`config.mk`:
```
export PLATFORM = sky130hd
export DESIGN_NAME = plab5_mcore_dma_engine_flat
export DESIGN_NICKNAME = d
export VERILOG_FILES = /design/src/rtl/plab5_mcore_dma_engine_pkg.sv /design/src/rtl/plab5_mcore_dma_engine_if.sv /design/src/rtl/plab5_mcore_dma_engine_addr_gen.sv /design/src/rtl/plab5_mcore_dma_engine.sv /design/src/flat_wrapper.sv
export SDC_FILE = /design/constraint.sdc
export NUM_CORES = 1
export LEC_CHECK = 0
export CAP_MARGIN = 25
export CORE_MARGIN = 10
export CORE_UTILIZATION = 40
export DETAILED_ROUTE_END_ITERATION = 12
export GPL_ROUTABILITY_DRIVEN = 0
export GPL_TIMING_DRIVEN = 0
export PLACE_DENSITY = 0.73
export RECOVER_POWER = 25
export SLEW_MARGIN = 20
export SYNTH_ARGS = -nofsm -noshare
export SYNTH_HDL_FRONTEND = slang
export SYNTH_SLANG_ARGS = --single-unit
```
`constraint.sdc`:
```
create_clock -name clk -period 4.4 [get_ports clk]
set_input_delay 0.88 -clock clk [delete_from_list [all_inputs] [get_ports clk]]
set_output_delay 0.88 -clock clk [all_outputs]
set_load 0.01 [all_outputs]
```
`src/rtl/plab5_mcore_dma_engine_pkg.sv`:
```
// Shared types and constants for the DMA engine: FSM states, vc-mem type codes,
// command control field layout and the word-count decode helper.
package plab5_mcore_dma_engine_pkg;

   typedef enum logic [2:0] {
      ST_IDLE    = 3'd0,
      ST_RD_REQ  = 3'd1,
      ST_RD_WAIT = 3'd2,
      ST_WR_REQ  = 3'd3,
      ST_WR_WAIT = 3'd4,
      ST_DONE    = 3'd5
   } state_e;

   localparam int unsigned C_TYPE_NBITS      = 3;
   localparam logic [2:0]  C_TYPE_READ       = 3'd0;
   localparam logic [2:0]  C_TYPE_WRITE      = 3'd1;
   localparam int unsigned C_CTRL_OPAQUE_LSB = 36;
   localparam int unsigned C_CTRL_LEN_NBITS  = 4;

   // A zero word-count field means a full 16-word burst.
   function automatic logic [4:0] decode_len(input logic [3:0] field);
      decode_len = (field == 4'd0) ? 5'd16 : {1'b0, field};
   endfunction

endpackage

```
`src/rtl/plab5_mcore_dma_engine_if.sv`:
```
// Command (checker side) and vc-mem (network side) signal bundle of the DMA engine.
interface plab5_mcore_dma_engine_if #(
   parameter int unsigned p_opaque_nbits = 8,
   parameter int unsigned p_addr_nbits   = 32,
   parameter int unsigned p_data_nbits   = 32
);
   localparam int unsigned c_len_nbits   = $clog2(p_data_nbits / 8);
   localparam int unsigned c_req_cnbits  = 3 + p_opaque_nbits + p_addr_nbits + c_len_nbits;
   localparam int unsigned c_req_nbits   = c_req_cnbits + p_data_nbits;
   localparam int unsigned c_resp_cnbits = 3 + p_opaque_nbits + c_len_nbits;
   localparam int unsigned c_resp_nbits  = c_resp_cnbits + p_data_nbits;

   logic                      dma_val;
   logic                      dma_rdy;
   logic [p_addr_nbits-1:0]   dma_src_addr;
   logic [p_addr_nbits-1:0]   dma_dest_addr;
   logic [c_req_cnbits-1:0]   dma_req_control;
   logic                      dma_inst;
   logic                      dma_domain;
   logic                      dma_ack;
   logic                      dma_ack_err;
   logic                      dma_ack_domain;
   logic                      memreq_val;
   logic                      memreq_rdy;
   logic [c_req_nbits-1:0]    memreq_msg;
   logic                      memreq_domain;
   logic                      memresp_val;
   logic                      memresp_rdy;
   logic [c_resp_nbits-1:0]   memresp_msg;

   modport slave (
      input  dma_val, dma_src_addr, dma_dest_addr, dma_req_control, dma_inst, dma_domain,
      output dma_rdy, dma_ack, dma_ack_err, dma_ack_domain,
      output memreq_val, memreq_msg, memreq_domain,
      input  memreq_rdy,
      input  memresp_val, memresp_msg,
      output memresp_rdy
   );

   modport master (
      output dma_val, dma_src_addr, dma_dest_addr, dma_req_control, dma_inst, dma_domain,
      input  dma_rdy, dma_ack, dma_ack_err, dma_ack_domain,
      input  memreq_val, memreq_msg, memreq_domain,
      output memreq_rdy,
      output memresp_val, memresp_msg,
      input  memresp_rdy
   );

endinterface

```
`src/rtl/plab5_mcore_dma_engine_addr_gen.sv`:
```
// Word counter plus word-aligned source/destination address pointers for one copy.
module plab5_mcore_dma_engine_addr_gen #(
   parameter int unsigned p_addr_nbits = 32
) (
   input  logic                    clk,
   input  logic                    reset,
   input  logic                    load_i,
   input  logic [p_addr_nbits-1:0] src_i,
   input  logic [p_addr_nbits-1:0] dest_i,
   input  logic [4:0]              len_i,
   input  logic                    advance_i,
   output logic [p_addr_nbits-1:0] src_addr_o,
   output logic [p_addr_nbits-1:0] dest_addr_o,
   output logic [4:0]              idx_o,
   output logic                    last_o
);
   localparam logic [p_addr_nbits-1:0] c_word_bytes = {{(p_addr_nbits-3){1'b0}}, 3'd4};

   logic [p_addr_nbits-1:0] src_q;
   logic [p_addr_nbits-1:0] dest_q;
   logic [4:0]              idx_q;
   logic [4:0]              len_q;

   // Pointers wrap naturally at the top of the address space.
   always_ff @(posedge clk or posedge reset) begin
      if (reset) begin
         src_q  <= '0;
         dest_q <= '0;
         idx_q  <= 5'd0;
         len_q  <= 5'd0;
      end else if (load_i) begin
         src_q  <= {src_i[p_addr_nbits-1:2], 2'b00};
         dest_q <= {dest_i[p_addr_nbits-1:2], 2'b00};
         idx_q  <= 5'd0;
         len_q  <= len_i;
      end else if (advance_i) begin
         src_q  <= src_q + c_word_bytes;
         dest_q <= dest_q + c_word_bytes;
         idx_q  <= idx_q + 5'd1;
      end
   end

   assign src_addr_o  = src_q;
   assign dest_addr_o = dest_q;
   assign idx_o       = idx_q;
   assign last_o      = (idx_q == (len_q - 5'd1));

endmodule

```
`src/rtl/plab5_mcore_dma_engine.sv`:
```
// DMA copy engine: read-then-write word loop over vc-mem, ack with command domain.
// Optional source/destination bounds check enabled by PLAB5_MCORE_DMA_BOUNDS_EN.
module plab5_mcore_dma_engine
   import plab5_mcore_dma_engine_pkg::*;
#(
   parameter int unsigned             p_opaque_nbits = 8,
   parameter int unsigned             p_addr_nbits   = 32,
   parameter int unsigned             p_data_nbits   = 32,
   parameter logic [p_addr_nbits-1:0] p_secure_base  = 32'h0001_0000
) (
   input  logic                        clk,
   input  logic                        reset,
   plab5_mcore_dma_engine_if.slave     bus
);
   localparam int unsigned c_len_nbits  = $clog2(p_data_nbits / 8);
   localparam int unsigned c_resp_nbits = 3 + p_opaque_nbits + c_len_nbits + p_data_nbits;

   state_e                    state_q;
   logic                      dma_rdy_q;
   logic                      ack_q;
   logic                      memreq_val_q;
   logic                      memresp_rdy_q;
   logic                      domain_q;
   logic [p_opaque_nbits-1:0] opaque_q;
   logic [p_data_nbits-1:0]   data_q;

   logic [4:0]                len_s;
   logic                      load_s;
   logic                      advance_s;
   logic                      reject_s;
   logic [p_addr_nbits-1:0]   src_addr_s;
   logic [p_addr_nbits-1:0]   dest_addr_s;
   logic [4:0]                idx_s;
   logic                      last_s;
   logic [C_TYPE_NBITS-1:0]   req_type_s;
   logic [p_addr_nbits-1:0]   req_addr_s;
   logic [p_data_nbits-1:0]   req_data_s;

   assign len_s     = decode_len(bus.dma_req_control[C_CTRL_LEN_NBITS-1:0]);
   assign load_s    = (state_q == ST_IDLE) && bus.dma_val;
   assign advance_s = (state_q == ST_WR_WAIT) && bus.memresp_val && !last_s;

   plab5_mcore_dma_engine_addr_gen #(.p_addr_nbits(p_addr_nbits)) u_addr_gen (
      .clk         (clk),
      .reset       (reset),
      .load_i      (load_s),
      .src_i       (bus.dma_src_addr),
      .dest_i      (bus.dma_dest_addr),
      .len_i       (len_s),
      .advance_i   (advance_s),
      .src_addr_o  (src_addr_s),
      .dest_addr_o (dest_addr_s),
      .idx_o       (idx_s),
      .last_o      (last_s)
   );

`ifdef PLAB5_MCORE_DMA_BOUNDS_EN
   logic [p_addr_nbits:0] span_s;
   logic [p_addr_nbits:0] src_end_s;
   logic [p_addr_nbits:0] dest_end_s;
   logic                  err_q;

   // Highest byte touched, computed one bit wider so a wrapping range still trips the check.
   assign span_s     = {{(p_addr_nbits-6){1'b0}}, len_s, 2'b00} - {{p_addr_nbits{1'b0}}, 1'b1};
   assign src_end_s  = {1'b0, bus.dma_src_addr[p_addr_nbits-1:2], 2'b00} + span_s;
   assign dest_end_s = {1'b0, bus.dma_dest_addr[p_addr_nbits-1:2], 2'b00} + span_s;
   assign reject_s   = !bus.dma_domain &&
                       ((src_end_s >= {1'b0, p_secure_base}) || (dest_end_s >= {1'b0, p_secure_base}));

   always_ff @(posedge clk or posedge reset) begin
      if (reset) begin
         err_q <= 1'b0;
      end else if (load_s) begin
         err_q <= reject_s;
      end else if (state_q == ST_DONE) begin
         err_q <= 1'b0;
      end
   end

   assign bus.dma_ack_err = err_q;
`else
   logic unused_base_s;
   assign unused_base_s   = ^p_secure_base;
   assign reject_s        = 1'b0;
   assign bus.dma_ack_err = 1'b0;
`endif

   // Control FSM; handshake outputs are set on the transition into the state that owns them.
   always_ff @(posedge clk or posedge reset) begin
      if (reset) begin
         state_q       <= ST_IDLE;
         dma_rdy_q     <= 1'b1;
         ack_q         <= 1'b0;
         memreq_val_q  <= 1'b0;
         memresp_rdy_q <= 1'b0;
         domain_q      <= 1'b0;
         opaque_q      <= '0;
         data_q        <= '0;
      end else begin
         case (state_q)
            ST_IDLE: begin
               if (bus.dma_val) begin
                  domain_q  <= bus.dma_domain;
                  opaque_q  <= bus.dma_req_control[C_CTRL_OPAQUE_LSB +: p_opaque_nbits];
                  dma_rdy_q <= 1'b0;
                  if (reject_s) begin
                     state_q <= ST_DONE;
                     ack_q   <= 1'b1;
                  end else begin
                     state_q      <= ST_RD_REQ;
                     memreq_val_q <= 1'b1;
                  end
               end
            end
            ST_RD_REQ: begin
               if (bus.memreq_rdy) begin
                  state_q       <= ST_RD_WAIT;
                  memreq_val_q  <= 1'b0;
                  memresp_rdy_q <= 1'b1;
               end
            end
            ST_RD_WAIT: begin
               if (bus.memresp_val) begin
                  state_q       <= ST_WR_REQ;
                  data_q        <= bus.memresp_msg[p_data_nbits-1:0];
                  memresp_rdy_q <= 1'b0;
                  memreq_val_q  <= 1'b1;
               end
            end
            ST_WR_REQ: begin
               if (bus.memreq_rdy) begin
                  state_q       <= ST_WR_WAIT;
                  memreq_val_q  <= 1'b0;
                  memresp_rdy_q <= 1'b1;
               end
            end
            ST_WR_WAIT: begin
               if (bus.memresp_val) begin
                  memresp_rdy_q <= 1'b0;
                  if (last_s) begin
                     state_q <= ST_DONE;
                     ack_q   <= 1'b1;
                  end else begin
                     state_q      <= ST_RD_REQ;
                     memreq_val_q <= 1'b1;
                  end
               end
            end
            ST_DONE: begin
               state_q   <= ST_IDLE;
               ack_q     <= 1'b0;
               dma_rdy_q <= 1'b1;
            end
            default: begin
               state_q       <= ST_IDLE;
               dma_rdy_q     <= 1'b1;
               ack_q         <= 1'b0;
               memreq_val_q  <= 1'b0;
               memresp_rdy_q <= 1'b0;
            end
         endcase
      end
   end

   // Request fields come only from registers, so the message is stable while stalled.
   always_comb begin
      req_type_s = C_TYPE_READ;
      req_addr_s = src_addr_s;
      req_data_s = '0;
      if (state_q == ST_WR_REQ) begin
         req_type_s = C_TYPE_WRITE;
         req_addr_s = dest_addr_s;
         req_data_s = data_q;
      end else begin
         req_type_s = C_TYPE_READ;
         req_addr_s = src_addr_s;
      end
   end

   assign bus.memreq_msg     = {req_type_s, {{(p_opaque_nbits-5){1'b0}}, idx_s}, req_addr_s,
                                {c_len_nbits{1'b0}}, req_data_s};
   assign bus.memreq_val     = memreq_val_q;
   assign bus.memreq_domain  = domain_q;
   assign bus.memresp_rdy    = memresp_rdy_q;
   assign bus.dma_rdy        = dma_rdy_q;
   assign bus.dma_ack        = ack_q;
   assign bus.dma_ack_domain = domain_q;

   logic unused_s;
   assign unused_s = ^{bus.dma_inst, bus.dma_req_control, opaque_q,
                       bus.memresp_msg[c_resp_nbits-1:p_data_nbits]};

endmodule
```
`src/flat_wrapper.sv`:
```
// flat-port wrapper written by rule: the top's interface ports become plain ports
module plab5_mcore_dma_engine_flat import plab5_mcore_dma_engine_pkg::*;
#(
   parameter int unsigned             p_opaque_nbits = 8,
   parameter int unsigned             p_addr_nbits   = 32,
   parameter int unsigned             p_data_nbits   = 32,
   parameter logic [p_addr_nbits-1:0] p_secure_base  = 32'h0001_0000
)
  (clk, reset, bus_dma_val, bus_dma_src_addr, bus_dma_dest_addr, bus_dma_req_control, bus_dma_inst, bus_dma_domain, bus_dma_rdy, bus_dma_ack, bus_dma_ack_err, bus_dma_ack_domain, bus_memreq_val, bus_memreq_msg, bus_memreq_domain, bus_memreq_rdy, bus_memresp_val, bus_memresp_msg, bus_memresp_rdy);
  plab5_mcore_dma_engine_if #(.p_opaque_nbits(p_opaque_nbits), .p_addr_nbits(p_addr_nbits), .p_data_nbits(p_data_nbits)) bus_i ();
  input  logic clk;
  input  logic reset;
  input wire logic [$bits(bus_i.dma_val)-1:0] bus_dma_val;
  input wire logic [$bits(bus_i.dma_src_addr)-1:0] bus_dma_src_addr;
  input wire logic [$bits(bus_i.dma_dest_addr)-1:0] bus_dma_dest_addr;
  input wire logic [$bits(bus_i.dma_req_control)-1:0] bus_dma_req_control;
  input wire logic [$bits(bus_i.dma_inst)-1:0] bus_dma_inst;
  input wire logic [$bits(bus_i.dma_domain)-1:0] bus_dma_domain;
  output wire logic [$bits(bus_i.dma_rdy)-1:0] bus_dma_rdy;
  output wire logic [$bits(bus_i.dma_ack)-1:0] bus_dma_ack;
  output wire logic [$bits(bus_i.dma_ack_err)-1:0] bus_dma_ack_err;
  output wire logic [$bits(bus_i.dma_ack_domain)-1:0] bus_dma_ack_domain;
  output wire logic [$bits(bus_i.memreq_val)-1:0] bus_memreq_val;
  output wire logic [$bits(bus_i.memreq_msg)-1:0] bus_memreq_msg;
  output wire logic [$bits(bus_i.memreq_domain)-1:0] bus_memreq_domain;
  input wire logic [$bits(bus_i.memreq_rdy)-1:0] bus_memreq_rdy;
  input wire logic [$bits(bus_i.memresp_val)-1:0] bus_memresp_val;
  input wire logic [$bits(bus_i.memresp_msg)-1:0] bus_memresp_msg;
  output wire logic [$bits(bus_i.memresp_rdy)-1:0] bus_memresp_rdy;
  assign bus_i.dma_val = bus_dma_val;
  assign bus_i.dma_src_addr = bus_dma_src_addr;
  assign bus_i.dma_dest_addr = bus_dma_dest_addr;
  assign bus_i.dma_req_control = bus_dma_req_control;
  assign bus_i.dma_inst = bus_dma_inst;
  assign bus_i.dma_domain = bus_dma_domain;
  assign bus_dma_rdy = bus_i.dma_rdy;
  assign bus_dma_ack = bus_i.dma_ack;
  assign bus_dma_ack_err = bus_i.dma_ack_err;
  assign bus_dma_ack_domain = bus_i.dma_ack_domain;
  assign bus_memreq_val = bus_i.memreq_val;
  assign bus_memreq_msg = bus_i.memreq_msg;
  assign bus_memreq_domain = bus_i.memreq_domain;
  assign bus_i.memreq_rdy = bus_memreq_rdy;
  assign bus_i.memresp_val = bus_memresp_val;
  assign bus_i.memresp_msg = bus_memresp_msg;
  assign bus_memresp_rdy = bus_i.memresp_rdy;
  plab5_mcore_dma_engine #(.p_opaque_nbits(p_opaque_nbits), .p_addr_nbits(p_addr_nbits), .p_data_nbits(p_data_nbits), .p_secure_base(p_secure_base)) u_core (.clk(clk), .reset(reset), .bus(bus_i));
endmodule
```
==> run_results.csv, run 1 <==
group,metric,value,unit
route,dr_total_vias,5820,
run_status,violations,"capacitance limit, slew limit",
synthesis,synth_top_family_by_area,"simple AND/OR/NAND/NOR gates",
synthesis,synth_top_area_cell,"dfrtp_1",
synthesis,synth_edf_count,0,
timing,rsz0062_at_grt,"no",
clock_network,htreeDepth,3,
timing,max_freq,254,MHz
synthesis,syn_avg_cell_area,9.80,um2
place,post_dp_cell_area,8530,um2
power_and_ir_drop,internal_power,3.33,mW
route,drt_first_pass_iters,5,
synthesis,synthXorXnorAreaFrac,6.93,%
critical_path,required,3520,ps
synthesis,synth_seq_cells,110,
synthesis,yosys_warnings,0,
finish,nets,1018,
hold_path,worstHoldPathType,"reg -> reg",
clock_network,cts_buffers,9,
power_and_ir_drop,clkPwrFrac,14.1,%
synthesis,synth.cell_area,6440,um2
floorplanning,die_x,147,um
power_and_ir_drop,p_seq_share,34.5,%
power_and_ir_drop,switchingPower,2.29,mW
floorplanning,die_y,147,um
synthesis,ys_async_sr_fraction,100,%
power_and_ir_drop,p_leak,3.52,nW
global_routing,grt_use_met2,31.3,%
clock_network,cts_root_buffer,"clkbuf_16",
route,drtIter0Drc,489,
timing,period_minus_slack,3940,ps
flow_run,cap_viol_max_count,1,
global_routing,gr-usage-all-layers,19.3,%
clock_network,cts_tree,"built",
global_routing,grt_pass1_wl,33100,um
global_routing,top_usage_layer,"met2",
critical_path,worstPathArrival,3060,ps
timing,slew_headroom,-80.8,%
finish,fillers,1403,
route,wirelength,21300,um
floorplanning,start_util,40.7,%
synthesis,synth-compound-area-share,10.3,%
timing,finalSetupViolCount,0,
synthesis,synth-simple-area-share,23.3,%
finish,drive_gt1_share,16.1,%
timing,drv_slew,57,
run_status,status,"complete, but fails checks",
clock_network,ctsHoldBuffers,0,
timing,period_share,89.4,%
floorplanning,coreArea,15800,um2
clock_network,cts.clk_slew.worst_paths,80,ps
place,hpwlAfterDp,15900,um
synthesis,synth_area_leaders,"dfrtp_1, mux2_2, nand2_1",
floorplanning,core.rowCount,46,
clock_network,clk_latency,360,ps
synthesis,synth_cell_types,55,
finish,final_common_cell,"clkdlybuf4s50_1",
power_and_ir_drop,comb_power_share,51.4,%
synthesis,synth_top_flop_cell,"dfrtp_1",
global_routing,grt_pass1_vias,5849,
route,final_antenna_net_count,0,
route,via_per_inst,5.42,
critical_path,path_max_fanout,10,
finish,antenna_cells,0,
synthesis,synthAdderAreaFrac,0.777,%
power_and_ir_drop,total_power,5.62,mW
timing,worst_slew_pin_slew,2700,ps
clock_network,cts.path.max_buffers,2,
power_and_ir_drop,switching_share,40.7,%
finish,final_cell_mix,"clkdlybuf4s50_1, dfrtp_1, nand2_1, mux2_2, nor2_1",
synthesis,synth_top_area_share,42.3,%
finish,area_growth,36.6,%
timing,clock_skew,14.0,ps
route,wire_per_inst,19.8,um
clock_network,cts_setup_buffers,0,
timing,hold_viol,0,
power_and_ir_drop,peakVddDrop,0.000248,V
synthesis,synthMuxAreaShare,10.8,%
clock_network,ctsResizeCount,0,
timing,holdWs,501,ps
floorplanning,design.die.area,21600,um2
global_routing,grt_overflow_total,0,
global_routing,antenna_found_initial,1,
clock_network,cts.sinks,110,
global_routing,grtUsageMet3,5.50,%
critical_path,cp-end-kind,"output pin",
floorplanning,io_pins,245,
critical_path,start_kind,"flip-flop",
route,drc,0,
global_routing,use_met1,24.4,%
finish,stdcell_area,8800,um2
synthesis,syn_inst,657,
critical_path,crit_type,"reg -> out",
global_routing,grt_max_degree,58,
power_and_ir_drop,p_per_area,639,nW/um2
synthesis,seq_area_frac_synth,42.8,%
place,io_buffer_count,175,
[worst paths after layout]
path | end | slack, ps | depth (start not counted) | start
worst max-delay path | bus_memreq_msg[47] | 460 | 7 | u_core.state_q[1]
worst min-delay path | u_core.data_q[29] | 500 | 1 | u_core.data_q[29]
worst max register to register | u_core.u_addr_gen.src_addr_o[18] | 1670 | 8 | u_core.state_q[0]
worst min register to register | u_core.data_q[29] | 500 | 1 | u_core.data_q[29]
max in group asynchronous | u_core.u_addr_gen.dest_addr_o[19] | 1440 | 2 | reset
min in group asynchronous | u_core.data_q[5] | 1700 | 2 | reset
[metal layers]
metal / vias to the layer above / routed length (um)
met3: 39 / 1650
met4: 2 / 488
met1: 2815 / 8910
li1: 2712 / -
met5: - / 13
met2: 252 / 10200
[cells in the mapped netlist, types with 2 or more instances]
master and number:
a211oi_1 15, a21oi_1 20, a221o_1 2, a311oi_1 10, and2_1 5, and3_1 40
buf_1 3, buf_2 10, buf_4 12, buf_6 3, clkbuf_1 26, dfrtp_1 109
ha_1 4, inv_1 12, mux2_2 61, nand2_1 72, nand2b_1 2, nand3_1 25
nand4_1 18, nand4_2 3, nor2_1 51, nor3_1 10, nor3_2 7, nor3_4 2
nor4_2 13, nor4_4 3, o21a_1 4, o21ai_0 22, o21ai_1 16, o22ai_1 3
xnor2_1 28, xor2_1 23
[per-stage QoR]
stage               std cells  worst slack, ps  util, %  setup TNS (ps)
global route             1074              289     55.6               0
global placement         1057            -1240     53.7         -134250
CTS                      1074              433     55.6               0
finish                   1074              464     55.6               0
floorplan                 666              619        -               0
detailed placement       1058              874     53.9               0
[power groups by stage]
stage	clock, mW	sequential (mW)	combinational (mW)
floorplan	0	1.83	1.72
detailed placement	0	1.94	2.88
global route	0.841	2.00	3.14
CTS	0.810	1.92	2.90
global placement	0	1.92	2.84
finish	0.791	1.94	2.89
[cell families (layout without fill, tap and decap cells)]
logic type / count (synthesis) / in the layout
compound gates: 102 / 102
other cells: 1 / 10
flops: 110 / 110
simple gates: 261 / 261
mux: 62 / 62
buf+inv: 66 / 258
xor+xnor: 51 / 51
fa+ha+maj: 4 / 4
[registers in the layout, indices dropped and copies added (netlist names), 3 cells and up]
signal	cells
u_core.data_q	32
u_core.state_q	3
u_core.u_addr_gen.src_addr_o	30
u_core.u_addr_gen.len_q	5
u_core.u_addr_gen.idx_o	5
u_core.u_addr_gen.dest_addr_o	30
[area by class of cell]
| cell class | instances | area (um2) | area share, % |
|---|---|---|---|
| Inverter | 12 | 46.3 | 0.526 |
| Sequential cell | 110 | 2750 | 31.3 |
| Buffer | 54 | 283 | 3.21 |
| Multi-Input combinational cell | 490 | 3390 | 38.6 |
| Timing Repair Buffer | 176 | 1780 | 20.2 |
| Tap cell | 216 | 270 | 3.07 |
| Clock inverter | 6 | 43.8 | 0.498 |
| Clock buffer | 10 | 229 | 2.60 |
[critical path, stage by stage, from the launching register on]
cell             delay, ps
dfrtp_1                320
buf_2                  200
nor2b_1                370
and2_1                 180
clkbuf_1               370
buf_2                  350
mux2_2                 410
clkdlybuf4s50_1        490
No activity file was read; power rests on OpenSTA's default activity.
==> inputs of run 2 (changes only) <==
Settings changed: PLACE_DENSITY 0.73 to 0.74.
==> run 2 against run 1 <==
The run still ends with capacitance limit, slew limit left; wire length fell by 2.9%; combinational power barely moved; count of clock-buffer cells in the layout fell by 1; non-clock buffer count did not move; hold slack got worse by 1.9 ps; sequential share of layout area fell by 0.12 points; cell area rose by 0.37%; critical path depth did not move; total power rose by 1.1%; global-route usage fell by 0.57 points; critical endpoint is now bus_memreq_msg[49].
==> run_results.csv, run 2 (synthesized netlist as in run 1, its figures left out) <==
group,metric,value,unit
run_status,violations,"capacitance limit, slew limit",
floorplanning,core.rowCount,46,
timing,drv_slew,40,
global_routing,grt_max_degree,72,
route,wire_per_inst,19.3,um
finish,final_common_cell,"clkdlybuf4s50_1",
critical_path,crit_type,"reg -> out",
global_routing,grt_pass1_vias,5900,
clock_network,clk_latency,370,ps
route,via_per_inst,5.36,
hold_path,worstHoldPathType,"reg -> reg",
timing,slew_headroom,-29.4,%
finish,final_cell_mix,"clkdlybuf4s50_1, dfrtp_1, nand2_1, mux2_2, nor2_1",
timing,max_freq,254,MHz
critical_path,worstPathArrival,3060,ps
floorplanning,die_y,147,um
critical_path,cp-end-kind,"output pin",
clock_network,cts_buffers,9,
finish,largest_reg_flops,32,
finish,area_growth,37.1,%
floorplanning,coreArea,15800,um2
floorplanning,start_util,40.7,%
finish,nets,1018,
critical_path,path_max_fanout,10,
critical_path,start_kind,"flip-flop",
finish,instances_no_fill,1074,
clock_network,cts.clk_slew.worst_paths,70,ps
clock_network,ctsHoldBuffers,0,
route,drt_first_pass_iters,5,
place,io_buffer_count,175,
place,hpwlAfterDp,15500,um
global_routing,grt_pass1_wl,32300,um
timing,worst_slew_pin_slew,1930,ps
route,drc,0,
power_and_ir_drop,p_leak,3.53,nW
clock_network,cts.path.max_buffers,2,
timing,hold_viol,0,
critical_path,required,3520,ps
finish,fin_util,55.8,%
route,wirelength,20700,um
clock_network,htreeDepth,3,
global_routing,gr-usage-all-layers,18.7,%
flow_run,cap_viol_max_count,1,
finish,stdcell_area,8830,um2
timing,finalSetupViolCount,0,
finish,antenna_cells,0,
route,final_antenna_net_count,0,
clock_network,cts.sinks,110,
floorplanning,io_pins,245,
power_and_ir_drop,peakVddDrop,0.000249,V
timing,rsz0062_at_grt,"no",
floorplanning,die_x,147,um
clock_network,cts_root_buffer,"clkbuf_16",
run_status,status,"complete, but fails checks",
place,post_dp_cell_area,8530,um2
timing,period_minus_slack,3940,ps
clock_network,cts_setup_buffers,0,
power_and_ir_drop,p_per_area,643,nW/um2
clock_network,cts_tree,"built",
finish,drive_gt1_share,16.2,%
route,drtIter0Drc,359,
global_routing,antenna_found_initial,0,
finish,top_register,"u_core.data_q",
timing,period_share,89.6,%
route,dr_total_vias,5757,
place,dp.cells,1058,
clock_network,ctsResizeCount,0,
floorplanning,design.die.area,21600,um2
timing,clock_skew,16.6,ps
global_routing,grt_overflow_total,0,
-- run 2: cell count changes in the layout (fill, tap and decap cells not counted), sizes merged --
cell and delta:
clkbuf -1, bufinv +1, inv +1, clkinv -1
-- run 2: cell type report --
| type | instances | area (um2) |
|---|---|---|
| Timing Repair Buffer | 176 | 1780 |
| Multi-Input combinational cell | 490 | 3390 |
| Clock inverter | 7 | 80.1 |
| Sequential cell | 110 | 2750 |
| Fill cell | 1433 | 7000 |
| Buffer | 54 | 283 |
| Tap cell | 216 | 270 |
| Inverter | 12 | 46.3 |
| Clock buffer | 9 | 225 |
-- run 2: stage by stage --
| stage | hold WS (ps) | power (mW) | setup TNS [ps] | worst slack (ps) |
|---|---|---|---|---|
| floorplan | 470 | 3.55 | 0 | 619 |
| global placement | 481 | 4.76 | -127890 | -1180 |
| detailed placement | 485 | 4.82 | 0 | 809 |
| CTS | 503 | 5.71 | 0 | 442 |
| global route | 518 | 6.05 | 0 | 366 |
| finish | 499 | 5.68 | 0 | 456 |
-- run 2: per-layer routing --
metal / track usage [%] / routed length, um
met1: 24.3 / 8930
met2: 28.9 / 9560
met3: 4.88 / 1590
met4: 7.93 / 610
met5: 0 / 0
-- run 2: power breakdown --
part / internal [mW] / switching [mW] / leakage [nW]
clock: 0.451 / 0.414 / 0.148
sequential: 1.49 / 0.457 / 1.32
combinational: 1.45 / 1.42 / 2.07
-- run 2: path summary, 6_finish.rpt --
path / from / to / slack [ps] / depth (start not counted)
max: u_core.state_q[1] / bus_memreq_msg[49] / 460 / 7
min: u_core.bus.dma_ack_domain / u_core.bus.dma_ack_domain / 500 / 2
max reg2reg: u_core.state_q[0] / u_core.u_addr_gen.src_addr_o[18] / 1760 / 8
min reg2reg: u_core.bus.dma_ack_domain / u_core.bus.dma_ack_domain / 500 / 2
max in group asynchronous: reset / u_core.u_addr_gen.len_q[1] / 1940 / 3
min in group asynchronous: reset / u_core.data_q[4] / 1460 / 2
-- run 2: critical path, cell delays in order (launching register included) --
cell and delay, ps:
dfrtp_1 320, buf_2 200, nor2b_1 410, and2_1 190
clkbuf_1 330, buf_2 360, mux2_2 400, clkdlybuf4s50_1 490
